==> src/rtl/norestore_div_arbiter_if.sv <==
// Requester-side bundle for the shared divider arbiter.
// Clients drive requests and observe grants and the shared response bus.
interface norestore_div_arbiter_if #(
    parameter int WIDTH = 4,
    parameter int NREQ  = 4
);
    logic [NREQ-1:0]         req_valid;
    logic [NREQ-1:0]         req_ready;
    logic [NREQ*2*WIDTH-1:0] req_dividend;
    logic [NREQ*WIDTH-1:0]   req_divisor;
    logic [NREQ-1:0]         rsp_valid;
    logic [2*WIDTH-1:0]      rsp_quotient;
    logic [WIDTH-1:0]        rsp_remainder;
    logic                    rsp_dbz;

    modport master (
        output req_valid, req_dividend, req_divisor,
        input  req_ready, rsp_valid, rsp_quotient,
        input  rsp_remainder, rsp_dbz
    );

    modport slave (
        input  req_valid, req_dividend, req_divisor,
        output req_ready, rsp_valid, rsp_quotient,
        output rsp_remainder, rsp_dbz
    );
endinterface

==> src/rtl/norestore_div_arbiter.sv <==
// Round-robin arbiter sharing one pipelined divider among NREQ clients.
// A tag pipeline tracks each operation so results return to the issuer.
module norestore_div_arbiter #(
    parameter int WIDTH   = 4,
    parameter int NREQ    = 4,
    parameter int LATENCY = 2*WIDTH
) (
    input  logic                  clk,
    input  logic                  rst_n,
    norestore_div_arbiter_if.slave cl,
    output logic [2*WIDTH-1:0]    div_dividend,
    output logic [WIDTH-1:0]      div_divisor,
    input  logic [2*WIDTH-1:0]    div_quotient,
    input  logic [WIDTH-1:0]      div_remainder,
    output logic                  busy
);
    localparam int DW  = 2*WIDTH;
    localparam int IDW = (NREQ > 1) ? $clog2(NREQ) : 1;
    localparam logic [IDW:0]   NREQ_W = (IDW+1)'(NREQ);
    localparam logic [IDW-1:0] LAST   = IDW'(NREQ-1);

    typedef struct packed {
        logic             v;
        logic [IDW-1:0]   id;
        logic             dbz;
        logic [WIDTH-1:0] lo;
    } tag_t;

    logic [IDW-1:0]   ptr_q, ptr_d;
    logic [DW-1:0]    div_dividend_q, div_dividend_d;
    logic [WIDTH-1:0] div_divisor_q, div_divisor_d;
    tag_t             tag_q [LATENCY+1];
    tag_t             tag_d [LATENCY+1];
    logic [NREQ-1:0]  rsp_valid_q, rsp_valid_d;
    logic [DW-1:0]    rsp_quotient_q, rsp_quotient_d;
    logic [WIDTH-1:0] rsp_remainder_q, rsp_remainder_d;
    logic             rsp_dbz_q, rsp_dbz_d;

    logic             found;
    logic [IDW-1:0]   gnt_id;
    logic [IDW:0]     j;
    logic [NREQ-1:0]  ready_c;
    logic [DW-1:0]    sel_dividend;
    logic [WIDTH-1:0] sel_divisor;
    logic             sel_dbz;
    tag_t             out_tag;
    logic             busy_c;

    // First valid requester at or after the pointer, wrapping mod NREQ.
    always_comb begin
        found  = 1'b0;
        gnt_id = '0;
        j      = '0;
        for (int k = 0; k < NREQ; k++) begin
            j = {1'b0, ptr_q} + (IDW+1)'(k);
            if (j >= NREQ_W) j = j - NREQ_W;
            if (!found && cl.req_valid[j[IDW-1:0]]) begin
                found  = 1'b1;
                gnt_id = j[IDW-1:0];
            end
        end
    end

    always_comb begin
        ready_c = '0;
        if (found && rst_n) ready_c[gnt_id] = 1'b1;
    end

    assign sel_dividend = cl.req_dividend[int'(gnt_id)*DW +: DW];
    assign sel_divisor  = cl.req_divisor[int'(gnt_id)*WIDTH +: WIDTH];
    assign sel_dbz      = (sel_divisor == '0);

    always_comb begin
        ptr_d          = ptr_q;
        div_dividend_d = div_dividend_q;
        div_divisor_d  = div_divisor_q;
        tag_d[0]       = '0;
        if (found) begin
            ptr_d          = (gnt_id == LAST) ? '0 : gnt_id + IDW'(1);
            div_dividend_d = sel_dividend;
            div_divisor_d  = sel_dbz ? WIDTH'(1) : sel_divisor;
            tag_d[0].v     = 1'b1;
            tag_d[0].id    = gnt_id;
            tag_d[0].dbz   = sel_dbz;
            tag_d[0].lo    = sel_dividend[WIDTH-1:0];
        end
        for (int k = 1; k <= LATENCY; k++) tag_d[k] = tag_q[k-1];
    end

    // Last tag stage lines up with div_quotient of the same operation.
    assign out_tag = tag_q[LATENCY];

    always_comb begin
        rsp_valid_d     = '0;
        rsp_quotient_d  = rsp_quotient_q;
        rsp_remainder_d = rsp_remainder_q;
        rsp_dbz_d       = rsp_dbz_q;
        if (out_tag.v) begin
            rsp_valid_d[out_tag.id] = 1'b1;
            rsp_quotient_d  = out_tag.dbz ? '1 : div_quotient;
            rsp_remainder_d = out_tag.dbz ? out_tag.lo : div_remainder;
            rsp_dbz_d       = out_tag.dbz;
        end
    end

    always_comb begin
        busy_c = |rsp_valid_q;
        for (int k = 0; k <= LATENCY; k++) busy_c = busy_c | tag_q[k].v;
    end

    always_ff @(posedge clk or negedge rst_n) begin
        if (!rst_n) begin
            ptr_q           <= '0;
            div_dividend_q  <= '0;
            div_divisor_q   <= '0;
            rsp_valid_q     <= '0;
            rsp_quotient_q  <= '0;
            rsp_remainder_q <= '0;
            rsp_dbz_q       <= 1'b0;
            for (int k = 0; k <= LATENCY; k++) tag_q[k] <= '0;
        end else begin
            ptr_q           <= ptr_d;
            div_dividend_q  <= div_dividend_d;
            div_divisor_q   <= div_divisor_d;
            rsp_valid_q     <= rsp_valid_d;
            rsp_quotient_q  <= rsp_quotient_d;
            rsp_remainder_q <= rsp_remainder_d;
            rsp_dbz_q       <= rsp_dbz_d;
            for (int k = 0; k <= LATENCY; k++) tag_q[k] <= tag_d[k];
        end
    end

    assign cl.req_ready     = ready_c;
    assign cl.rsp_valid     = rsp_valid_q;
    assign cl.rsp_quotient  = rsp_quotient_q;
    assign cl.rsp_remainder = rsp_remainder_q;
    assign cl.rsp_dbz       = rsp_dbz_q;
    assign div_dividend     = div_dividend_q;
    assign div_divisor      = div_divisor_q;
    assign busy             = busy_c;
endmodule

==> src/flat_wrapper.sv <==
// flat-port wrapper written by rule: the top's interface ports become plain ports
module norestore_div_arbiter_flat 
#(
    parameter int WIDTH   = 4,
    parameter int NREQ    = 4,
    parameter int LATENCY = 2*WIDTH
)
  (clk, rst_n, div_dividend, div_divisor, div_quotient, div_remainder, busy, cl_req_valid, cl_req_dividend, cl_req_divisor, cl_req_ready, cl_rsp_valid, cl_rsp_quotient, cl_rsp_remainder, cl_rsp_dbz);
  norestore_div_arbiter_if #(.WIDTH(WIDTH), .NREQ(NREQ)) cl_i ();
  input  logic clk;
  input  logic rst_n;
  output logic [2*WIDTH-1:0] div_dividend;
  output logic [WIDTH-1:0] div_divisor;
  input  logic [2*WIDTH-1:0] div_quotient;
  input  logic [WIDTH-1:0] div_remainder;
  output logic busy;
  input wire logic [$bits(cl_i.req_valid)-1:0] cl_req_valid;
  input wire logic [$bits(cl_i.req_dividend)-1:0] cl_req_dividend;
  input wire logic [$bits(cl_i.req_divisor)-1:0] cl_req_divisor;
  output wire logic [$bits(cl_i.req_ready)-1:0] cl_req_ready;
  output wire logic [$bits(cl_i.rsp_valid)-1:0] cl_rsp_valid;
  output wire logic [$bits(cl_i.rsp_quotient)-1:0] cl_rsp_quotient;
  output wire logic [$bits(cl_i.rsp_remainder)-1:0] cl_rsp_remainder;
  output wire logic [$bits(cl_i.rsp_dbz)-1:0] cl_rsp_dbz;
  assign cl_i.req_valid = cl_req_valid;
  assign cl_i.req_dividend = cl_req_dividend;
  assign cl_i.req_divisor = cl_req_divisor;
  assign cl_req_ready = cl_i.req_ready;
  assign cl_rsp_valid = cl_i.rsp_valid;
  assign cl_rsp_quotient = cl_i.rsp_quotient;
  assign cl_rsp_remainder = cl_i.rsp_remainder;
  assign cl_rsp_dbz = cl_i.rsp_dbz;
  norestore_div_arbiter #(.WIDTH(WIDTH), .NREQ(NREQ), .LATENCY(LATENCY)) u_core (.clk(clk), .rst_n(rst_n), .cl(cl_i), .div_dividend(div_dividend), .div_divisor(div_divisor), .div_quotient(div_quotient), .div_remainder(div_remainder), .busy(busy));
endmodule
==> config.mk <==
export PLATFORM = sky130hd
export DESIGN_NAME = norestore_div_arbiter_flat
export DESIGN_NICKNAME = d
export VERILOG_FILES = /design/src/rtl/norestore_div_arbiter_if.sv /design/src/rtl/norestore_div_arbiter.sv /design/src/flat_wrapper.sv
export SDC_FILE = /design/constraint.sdc
export NUM_CORES = 1
export LEC_CHECK = 0
export ABC_CLOCK_PERIOD_IN_PS = 3240
export CORE_MARGIN = 1
export CORE_UTILIZATION = 30
export DETAILED_ROUTE_END_ITERATION = 16
export PLACE_DENSITY = 0.57
export SLEW_MARGIN = 20
export SYNTH_ARGS = -nofsm -noshare
export SYNTH_HDL_FRONTEND = slang
export SYNTH_SLANG_ARGS = --single-unit
==> constraint.sdc <==
create_clock -name clk -period 3.24 [get_ports clk]
set_clock_uncertainty 0.15 [all_clocks]
set_input_delay 0.324 -clock clk [delete_from_list [all_inputs] [get_ports clk]]
set_output_delay 0.324 -clock clk [all_outputs]
set_load 0.01 [all_outputs]
Yosys cells after proc, flatten, opt, wreduce, memory -nomap -nowiden:

Index checks and enable logic that the tools add are counted.

* flip-flop bits (word level): 103
* input bits: 66
* output and inout bits: 34
* word-level logic and storage cells: 117

* add/subtract/negate cells: 8
* order comparisons: 12
* equality and inequality tests: 1
* shift operators: 2
* multiplexer cells: 31
* bitwise operators: 9
* reductions and logical operators: 11

Operator list (count)
* 32-bit by 6-bit variable part select with 8-bit output: 1
* 2-bit by 3-bit less-than comparator with 1-bit output, second input constant: 6
* 2-bit two-way mux: 9
* 4-bit two-way mux: 4
* 8-bit two-way mux: 2
* 16-bit by 5-bit variable part select with 4-bit output: 1
* 1-bit two-way mux: 10
* 3-bit greater-or-equal comparator, second input constant: 3
* 1-bit OR: 9
* 1-bit binary-select mux with 2-bit select: 4
* 2-bit by 1-bit subtractor with 2-bit output, second input constant: 4
* 2-bit by 2-bit adder with 3-bit output, second input constant: 2
* 1-bit logical AND: 6
* 1-bit demux with 2-bit select: 2
* 2-bit by 1-bit greater-or-equal comparator with 1-bit output, second input constant: 2
* 4-bit logical NOT: 1
* 4-bit OR reduction: 1
* 2-bit by 1-bit adder with 3-bit output, second input constant: 1
* 2-bit by 3-bit greater-or-equal comparator with 1-bit output, second input constant: 1
* 1-bit logical NOT: 3
* 2-bit by 1-bit adder with 2-bit output, second input constant: 1
* 2-bit equality test, second input constant: 1

Depth between registers and ports, before layout:

Gate-level depths: netlist of run 1.

* depth in word-level cells: 19
* mapped depth: 9
* gate-level depth less buffers: 7

Worst setup path after synthesis of run 1:

OpenSTA, ideal clock, no wires.

* path kind: in2out
* start point: input port cl_req_valid[2]
* end point: output port cl_req_ready[0]
* arrival: 1746 ps
* required time: 2766 ps
* slack: 1020 ps
* cell stages on the path: 8
* buffers on the path: 2
* cells stage by stage: nor2b_1 -> or4b_1 -> buf_6 -> nand2_4 -> inv_2 -> buf_2 -> ha_1 -> and3_1

* longest elaborated chain between the ends: 17
* elaborated cells between the ends (all ways): 29
* classes of those cells: order compare (2); mux (19); reduce/logical (8)

Ends and longest elaborated chain
* start: declaration: RTL line flat_wrapper.sv:17 `input wire logic [$bits(cl_i.req_valid)-1:0] cl_req_valid;`
* 1-bit binary-select mux with 2-bit select: RTL line norestore_div_arbiter.sv:57 `if (!found && cl.req_valid[j[IDW-1:0]]) begin`
* 1-bit two-way mux (implied by the code): RTL line norestore_div_arbiter.sv:57
* 1-bit two-way mux: RTL line norestore_div_arbiter.sv:57
* 1-bit logical NOT: RTL line norestore_div_arbiter.sv:57
* 1-bit logical AND: RTL line norestore_div_arbiter.sv:57
* 1-bit two-way mux: RTL line norestore_div_arbiter.sv:57
* 1-bit logical NOT: RTL line norestore_div_arbiter.sv:57
* 1-bit logical AND: RTL line norestore_div_arbiter.sv:57
* 1-bit two-way mux: RTL line norestore_div_arbiter.sv:57
* 1-bit logical NOT: RTL line norestore_div_arbiter.sv:57
* 1-bit logical AND: RTL line norestore_div_arbiter.sv:57
* 2-bit two-way mux: RTL line norestore_div_arbiter.sv:57
* 2-bit by 3-bit less-than comparator with 1-bit output (implied by the code) / 2-bit by 1-bit greater-or-equal comparator with 1-bit output (equally long branches): RTL line norestore_div_arbiter.sv:66 `if (found && rst_n) ready_c[gnt_id] = 1'b1;`
* 1-bit logical AND (implied by the code): RTL line norestore_div_arbiter.sv:66
* 1-bit two-way mux (implied by the code): RTL line norestore_div_arbiter.sv:66
* 1-bit demux with 2-bit select
* 4-bit two-way mux (*): RTL line norestore_div_arbiter.sv:66
* end: declaration: RTL line flat_wrapper.sv:20 `output wire logic [$bits(cl_i.req_ready)-1:0] cl_req_ready;`

Every way passes the cells marked *; elsewhere a longest branch is shown, timed or not. The select of a mux whose other input is x is not followed.

Worst setup path after layout of run 1:

* start point: input port cl_req_valid[1]
* end point: output port cl_req_ready[1]

Same word-level chain as after synthesis.

==> impl_metrics.env, run 1 <==
export IMPL_drv_cap=0
export IMPL_pwr_share_clk_pct=24.1
export IMPL_clk_path_buf_depth=2
export IMPL_finalSetupViolations=0
export IMPL_seq_area_frac_synth_pct=69.7
export IMPL_diodes=0
export IMPL_dp_hpwl_um=5190
export IMPL_grt_max_degree=64
export IMPL_first_pass_iters=4
export IMPL_overflow=0
export IMPL_numCtsBuffers=9
export IMPL_power_density_nw_per_um2=803
export IMPL_drv_slew=0
export IMPL_syn2layout_area_growth_pct=39.3
export IMPL_grt_first_pass_wirelength_um=12300
export IMPL_max_freq_mhz=324
export IMPL_netSwitchingFraction_pct=28.4
export IMPL_core_um2=12000
export IMPL_seq_power_share_pct=47.8
export IMPL_arrival_ps=2610
export IMPL_setup_tns_ps=0
export IMPL_tightestPinTransition_ps=745
export IMPL_yosys_warnings=0
export IMPL_track_usage_pct=12.2
export IMPL_startpoint="cl_req_valid[1]"
export IMPL_finalCritPeriodShare_pct=95.2
export IMPL_rows=40
export IMPL_p_comb_share_pct=28.1
export IMPL_clkLatencyLatePin_ps=330
export IMPL_htreeDepth=3
export IMPL_drt_iter0_markers=116
export IMPL_die_area_um2=12800
export IMPL_regToRegStartpoint="u_core.ptr_q[1]"
export IMPL_cp_required_ps=2770
export IMPL_min_from="u_core.tag_d[42]"
export IMPL_irDropWorstVdd_mv=0.420
export IMPL_drt_total_wl_um=7250
export IMPL_p_int_mw=2.96
export IMPL_synth_edf_count=0
export IMPL_cp_end_kind="primary output"
export IMPL_leakage_nw=2.24
export IMPL_layout_min_cycle_time_ps=3090
export IMPL_numPortBuffers=99
export IMPL_io_pins=100
export IMPL_wl_per_cell_um=13.3
export IMPL_route_detailed_drc=0
export IMPL_start_kind="input pin"
export IMPL_synth_cell_types=41
export IMPL_initial_utilization_pct=30.8
export IMPL_criticalPathCategory="in2out"
export IMPL_ys_flop_type="dfrtp_1"
export IMPL_p_sw_mw=1.17
export IMPL_hold_viol=0
export IMPL_clkTransAtPathRegs_ps=60
export IMPL_holdWs_ps=194
export IMPL_mappedNetlistNets=355
export IMPL_syn_area_um2=3700
export IMPL_nets=461
export IMPL_gp_congestion=0.796
export IMPL_ant_nets=0
export IMPL_avgViaCountPerCell=4.52
export IMPL_critPathMaxFanout=7
export IMPL_grt_antenna_before_repair=0
export IMPL_die_w_um=113
export IMPL_avgSynthCellArea_um2=13.0
export IMPL_netlist_instances=285
export IMPL_rrSetupSlack_ps=800
export IMPL_cts_tree="built"
export IMPL_cts_sinks=103
export IMPL_status="completed"
export IMPL_cts_root_buf="clkbuf_16"
export IMPL_ctsResizeCount=0
export IMPL_relSlewSlack_pct=50.3
export IMPL_ys_seq_elements=103
export IMPL_finalPower_mw=4.14
export IMPL_rsz0062_at_grt="no"
export IMPL_synthArstFlopShare_pct=100
export IMPL_num_vias=2453
export IMPL_hold_class="reg2reg"
export IMPL_first_global_vias=2608
export IMPL_drive_gt1_share_pct=10.9
export IMPL_die_h_um=113
power by group through the flow:
stage / Combinational (mW) / Clock [mW] / Sequential [mW]
after floorplan: 0.597 / 0 / 2.01
after global placement: 1.16 / 0 / 1.98
after detailed placement: 1.17 / 0 / 2.01
after CTS: 1.18 / 1.04 / 1.99
after global routing: 1.29 / 1.09 / 2.04
final: 1.16 / 0.997 / 1.98
registers in the layout, summed over array words and instances, names as in the netlist:
signal / flops
u_core.cl.rsp_valid: 4
u_core.div_dividend: 8
u_core.div_divisor: 4
u_core.cl.rsp_dbz: 1
u_core.cl.rsp_quotient: 8
u_core.ptr_q: 2
u_core.out_tag: 8
u_core.tag_d: 64
u_core.cl.rsp_remainder: 4
repair_timing:
action                                 in CTS  in global routing
hold buffers                                1                  0
endpoints found under the hold margin      34                  0
setup buffers                               0                  0
per-layer routing:
metal / track usage [%] / part of all wire (%) / up-vias
met3: 4.23 / 9.9 / 12
met2: 17.9 / 42 / 104
met1: 16.1 / 46 / 1150
met5: 0 / 0 / -
met4: 5.70 / 1.8 / 0
li1: - / - / 1187
worst max-delay path, stage by stage:
cell             delay (ps)
clkdlybuf4s50_1         550
nor2b_1                  80
or4_1                   660
nand2_1                 160
ha_1                    150
and3_1                  150
clkdlybuf4s50_1         530
metrics by stage:
stage               area [um2]  worst slack, ps  instances  util [%]
global route              5150             53.0        543      42.9
finish                    5150              154        543      42.9
global placement          4860              209        526      40.4
CTS                       5150              140        543      42.9
floorplan                 3700             1020        285         -
detailed placement        4860              153        526      40.4
synthesized netlist by cell type (all sizes together), types with 2 or more instances:
master,count,area (um2)
nand2,27,109
a31o,2,17.5
inv,11,41.3
a21oi,12,60.1
nor2,26,97.6
mux2,5,56.3
ha,4,50.1
a21o,5,37.5
a31oi,4,25.0
mux2i,4,40.0
and3,6,37.5
a21boi,8,60.1
o211ai,8,65.1
nand3,8,45.0
clkbuf,6,22.5
buf,9,71.3
dfrtp,103,2580
nor2b,4,25.0
and2,8,50.1
a211oi,8,80.1
a311oi,4,35.0
nor4,3,18.8
layout by cell type (no fill, tap or decap), types with 2 or more instances in the layout:
| cell type | instances |
|---|---|
| nand2_1 | 26 |
| mux2_2 | 5 |
| a21boi_0 | 3 |
| a21oi_1 | 12 |
| clkbuf_8 | 2 |
| inv_1 | 9 |
| a21boi_1 | 5 |
| nor4_1 | 2 |
| o211ai_1 | 7 |
| nor2_1 | 26 |
| nor2b_1 | 4 |
| a311oi_1 | 4 |
| inv_2 | 2 |
| and2_1 | 8 |
| clkdlybuf4s50_1 | 98 |
| a31oi_1 | 4 |
| a211oi_2 | 4 |
| a21o_1 | 5 |
| dfrtp_1 | 103 |
| a31o_2 | 2 |
| mux2i_1 | 4 |
| clkbuf_16 | 9 |
| and3_1 | 6 |
| nand3_1 | 7 |
| buf_4 | 11 |
| clkinvlp_4 | 2 |
| ha_1 | 4 |
| a211oi_1 | 4 |
cell families (layout without fill, tap and decap cells):
group	count (synthesis)	in the layout	share of synthesized area, %
compound gates	56	56	11.4
flops	103	103	69.7
buf+inv	26	137	3.65
mux	9	9	2.60
fa+ha+maj	4	4	1.35
simple gates	87	87	11.3
cell type report:
cell class,count,area (um2)
inverters,11,41.3
well taps,147,184
flip-flops and latches,103,2580
repair buffers,110,1070
multi-input cells,156,992
clock inverters,4,28.8
clock buffers,12,256
fillers,1142,6860
worst paths after layout:
path | to | cells after the start
min | u_core.tag_d[34] | 0
min in group asynchronous | u_core.tag_d[6] | 3
max | cl_req_ready[1] | 7
max reg2reg | u_core.tag_d[60] | 6
max in group asynchronous | u_core.cl.rsp_remainder[2] | 3
min reg2reg | u_core.tag_d[34] | 0
(Power assumes the default switching activity.)
==> run 2: changes to the inputs <==
--- a/config.mk
+++ b/config.mk
@@ -6,6 +6,7 @@
 export NUM_CORES = 1
 export LEC_CHECK = 0
 export ABC_CLOCK_PERIOD_IN_PS = 3240
+export CORE_ASPECT_RATIO = 0.6
 export CORE_MARGIN = 1
 export CORE_UTILIZATION = 30
 export DETAILED_ROUTE_END_ITERATION = 16
==> run 2 against run 1 <==
Die area increased by 0.11%. Non-clock buffer count unchanged. Combinational power barely moved. Register-to-register slack got worse by 110 ps. Design area increased by 0.63%. Sequential power about the same. Routed wire length grew 5.1%. Global-route usage increased by 0.71 points. Largest cell class unchanged. Highest routed layer unchanged.
==> impl_metrics.env, run 2 (synthesis results as in run 1) <==
export IMPL_rrSetupSlack_ps=690
export IMPL_placed_area_um2=4870
export IMPL_num_vias=2423
export IMPL_ant_nets=0
export IMPL_most_common_layout_cells="dfrtp_1 (103), clkdlybuf4s50_1 (98), nand2_1 (26), nor2_1 (26), a21oi_1 (12)"
export IMPL_ff2ff_path_depth=7
export IMPL_drive_gt1_share_pct=10.4
export IMPL_track_usage_pct=12.9
export IMPL_finalPower_mw=4.24
export IMPL_final_area_um2=5190
export IMPL_largest_reg_flops=64
export IMPL_pre_cts_ws_ps=167
export IMPL_status="completed"
export IMPL_critPathMostFrequentCell="clkdlybuf4s50_1"
export IMPL_clkLatencyLatePin_ps=340
export IMPL_cts_tree="built"
export IMPL_cp_end_kind="primary output"
export IMPL_numCtsBuffers=9
export IMPL_first_pass_iters=4
export IMPL_regToRegStartpoint="u_core.ptr_q[0]"
export IMPL_startpoint="cl_req_valid[0]"
export IMPL_first_global_vias=2426
export IMPL_numPortBuffers=99
export IMPL_setup_tns_ps=0
export IMPL_drt_total_wl_um=7620
export IMPL_post_cts_buffers=0
export IMPL_finalCritPeriodShare_pct=94.9
export IMPL_arrival_ps=2600
export IMPL_rows=30
export IMPL_cp_top_family="simple AND/OR/NAND/NOR gates"
export IMPL_syn2layout_area_growth_pct=40.2
export IMPL_hold_class="reg2reg"
export IMPL_cp_required_ps=2770
export IMPL_die_area_um2=12800
export IMPL_clk_path_buf_depth=2
export IMPL_tightestPinTransition_ps=848
export IMPL_min_from="u_core.tag_d[57]"
export IMPL_crit_buf_inv=2
export IMPL_final_common_cell="dfrtp_1"
export IMPL_irDropWorstVdd_mv=0.348
export IMPL_whs_endpoint="u_core.tag_d[49]"
export IMPL_ctsResizeCount=0
export IMPL_wl_per_cell_um=13.7
export IMPL_die_w_um=145
export IMPL_crit_slowest_cell="or4b_1"
export IMPL_overflow=0
export IMPL_finalSetupViolations=0
export IMPL_drv_cap=0
export IMPL_gp_congestion=0.802
export IMPL_relSlewSlack_pct=43.5
export IMPL_die_h_um=88.0
export IMPL_power_density_nw_per_um2=818
export IMPL_layout_setup_ws_ps=164
export IMPL_clkTransAtPathRegs_ps=60
export IMPL_grt_max_degree=72
export IMPL_initial_utilization_pct=31.8
export IMPL_leakage_nw=2.25
export IMPL_cts_root_buf="clkbuf_16"
export IMPL_nets=461
export IMPL_drt_iter0_markers=82
export IMPL_cts_sinks=103
export IMPL_whs_path_depth=0
export IMPL_drv_slew=0
export IMPL_max_freq_mhz=325
export IMPL_rsz0062_at_grt="no"
export IMPL_hold_viol=0
export IMPL_critPathMaxStageDelay_ps=670
export IMPL_grt_first_pass_wirelength_um=12500
export IMPL_layout_min_cycle_time_ps=3080
export IMPL_criticalPathCategory="in2out"
export IMPL_regToRegEndpoint="u_core.tag_d[60]"
export IMPL_dp_hpwl_um=5590
export IMPL_critPathMaxFanout=7
export IMPL_core_um2=11600
export IMPL_io_pins=100
export IMPL_diodes=0
export IMPL_start_kind="input pin"
export IMPL_htreeDepth=3
export IMPL_crit_chain="clkdlybuf4s50_1 > nor2b_1 > or4b_1 > nand2_1 > ha_1 > and3_1 > clkdlybuf4s50_1"
export IMPL_grt_antenna_before_repair=0
export IMPL_avgViaCountPerCell=4.37
export IMPL_route_detailed_drc=0
## run 2: changes by cell type in the layout (fill, tap and decap cells not counted)
cell	delta
bufinv_16	+2
clkinvlp_4	-1
inv_6	-1
clkbuf_8	-2
## run 2: how the worst max path moves through the flow
| stage | to | slack, ps | depth (start not counted) |
|---|---|---|---|
| floorplan | cl_req_ready[0] | 1020 | 8 |
| global placement | cl_req_ready[1] | 210 | 7 |
| detailed placement | cl_req_ready[3] | 170 | 7 |
| CTS | cl_req_ready[3] | 150 | 7 |
| global route | cl_req_ready[3] | 30 | 7 |
| finish | cl_req_ready[3] | 160 | 7 |
## run 2: metrics by stage
step	util, %	instances	hold slack, ps
floorplan	-	285	-122
global placement	41.9	539	181
detailed placement	41.9	539	185
CTS	44.6	554	193
global route	44.6	554	199
finish	44.6	554	189
## run 2: area by class of cell
type / instances / area (um2)
clock buffers: 10 / 229
clock inverters: 4 / 72.6
fillers: 1074 / 6450
inverters: 11 / 41.3
multi-input cells: 156 / 992
flip-flops and latches: 103 / 2580
well taps: 160 / 200
repair buffers: 110 / 1070
## run 2: power by group
part	leakage, nW	switching (mW)	total, mW	internal, mW
Combinational	0.896	0.562	1.18	0.614
Clock	0.144	0.421	1.09	0.666
Sequential	1.21	0.193	1.98	1.79
Total	2.25	1.18	4.24	3.07
## run 2: worst register-to-register path: cells and delay by family (launching register included)
family          cells  cell delay (ps)
compound gates      2              610
simple gates        4             1080
buf+inv             1              260
flops               1              410
## run 2: routing by layer
metal	wire length [um]	up-vias	part of all wire, %	track usage, %
li1	-	1182	-	-
met1	3800	1169	50	18.2
met2	3150	68	41	16.9
met3	641	4	8.4	6.88
met4	25	0	0.33	3.16
met5	0	-	0	0
## run 2: timing repair
item	CTS	global route
hold buffers	1	0
endpoints found under the hold margin	32	0
endpoints found under the setup margin	0	0
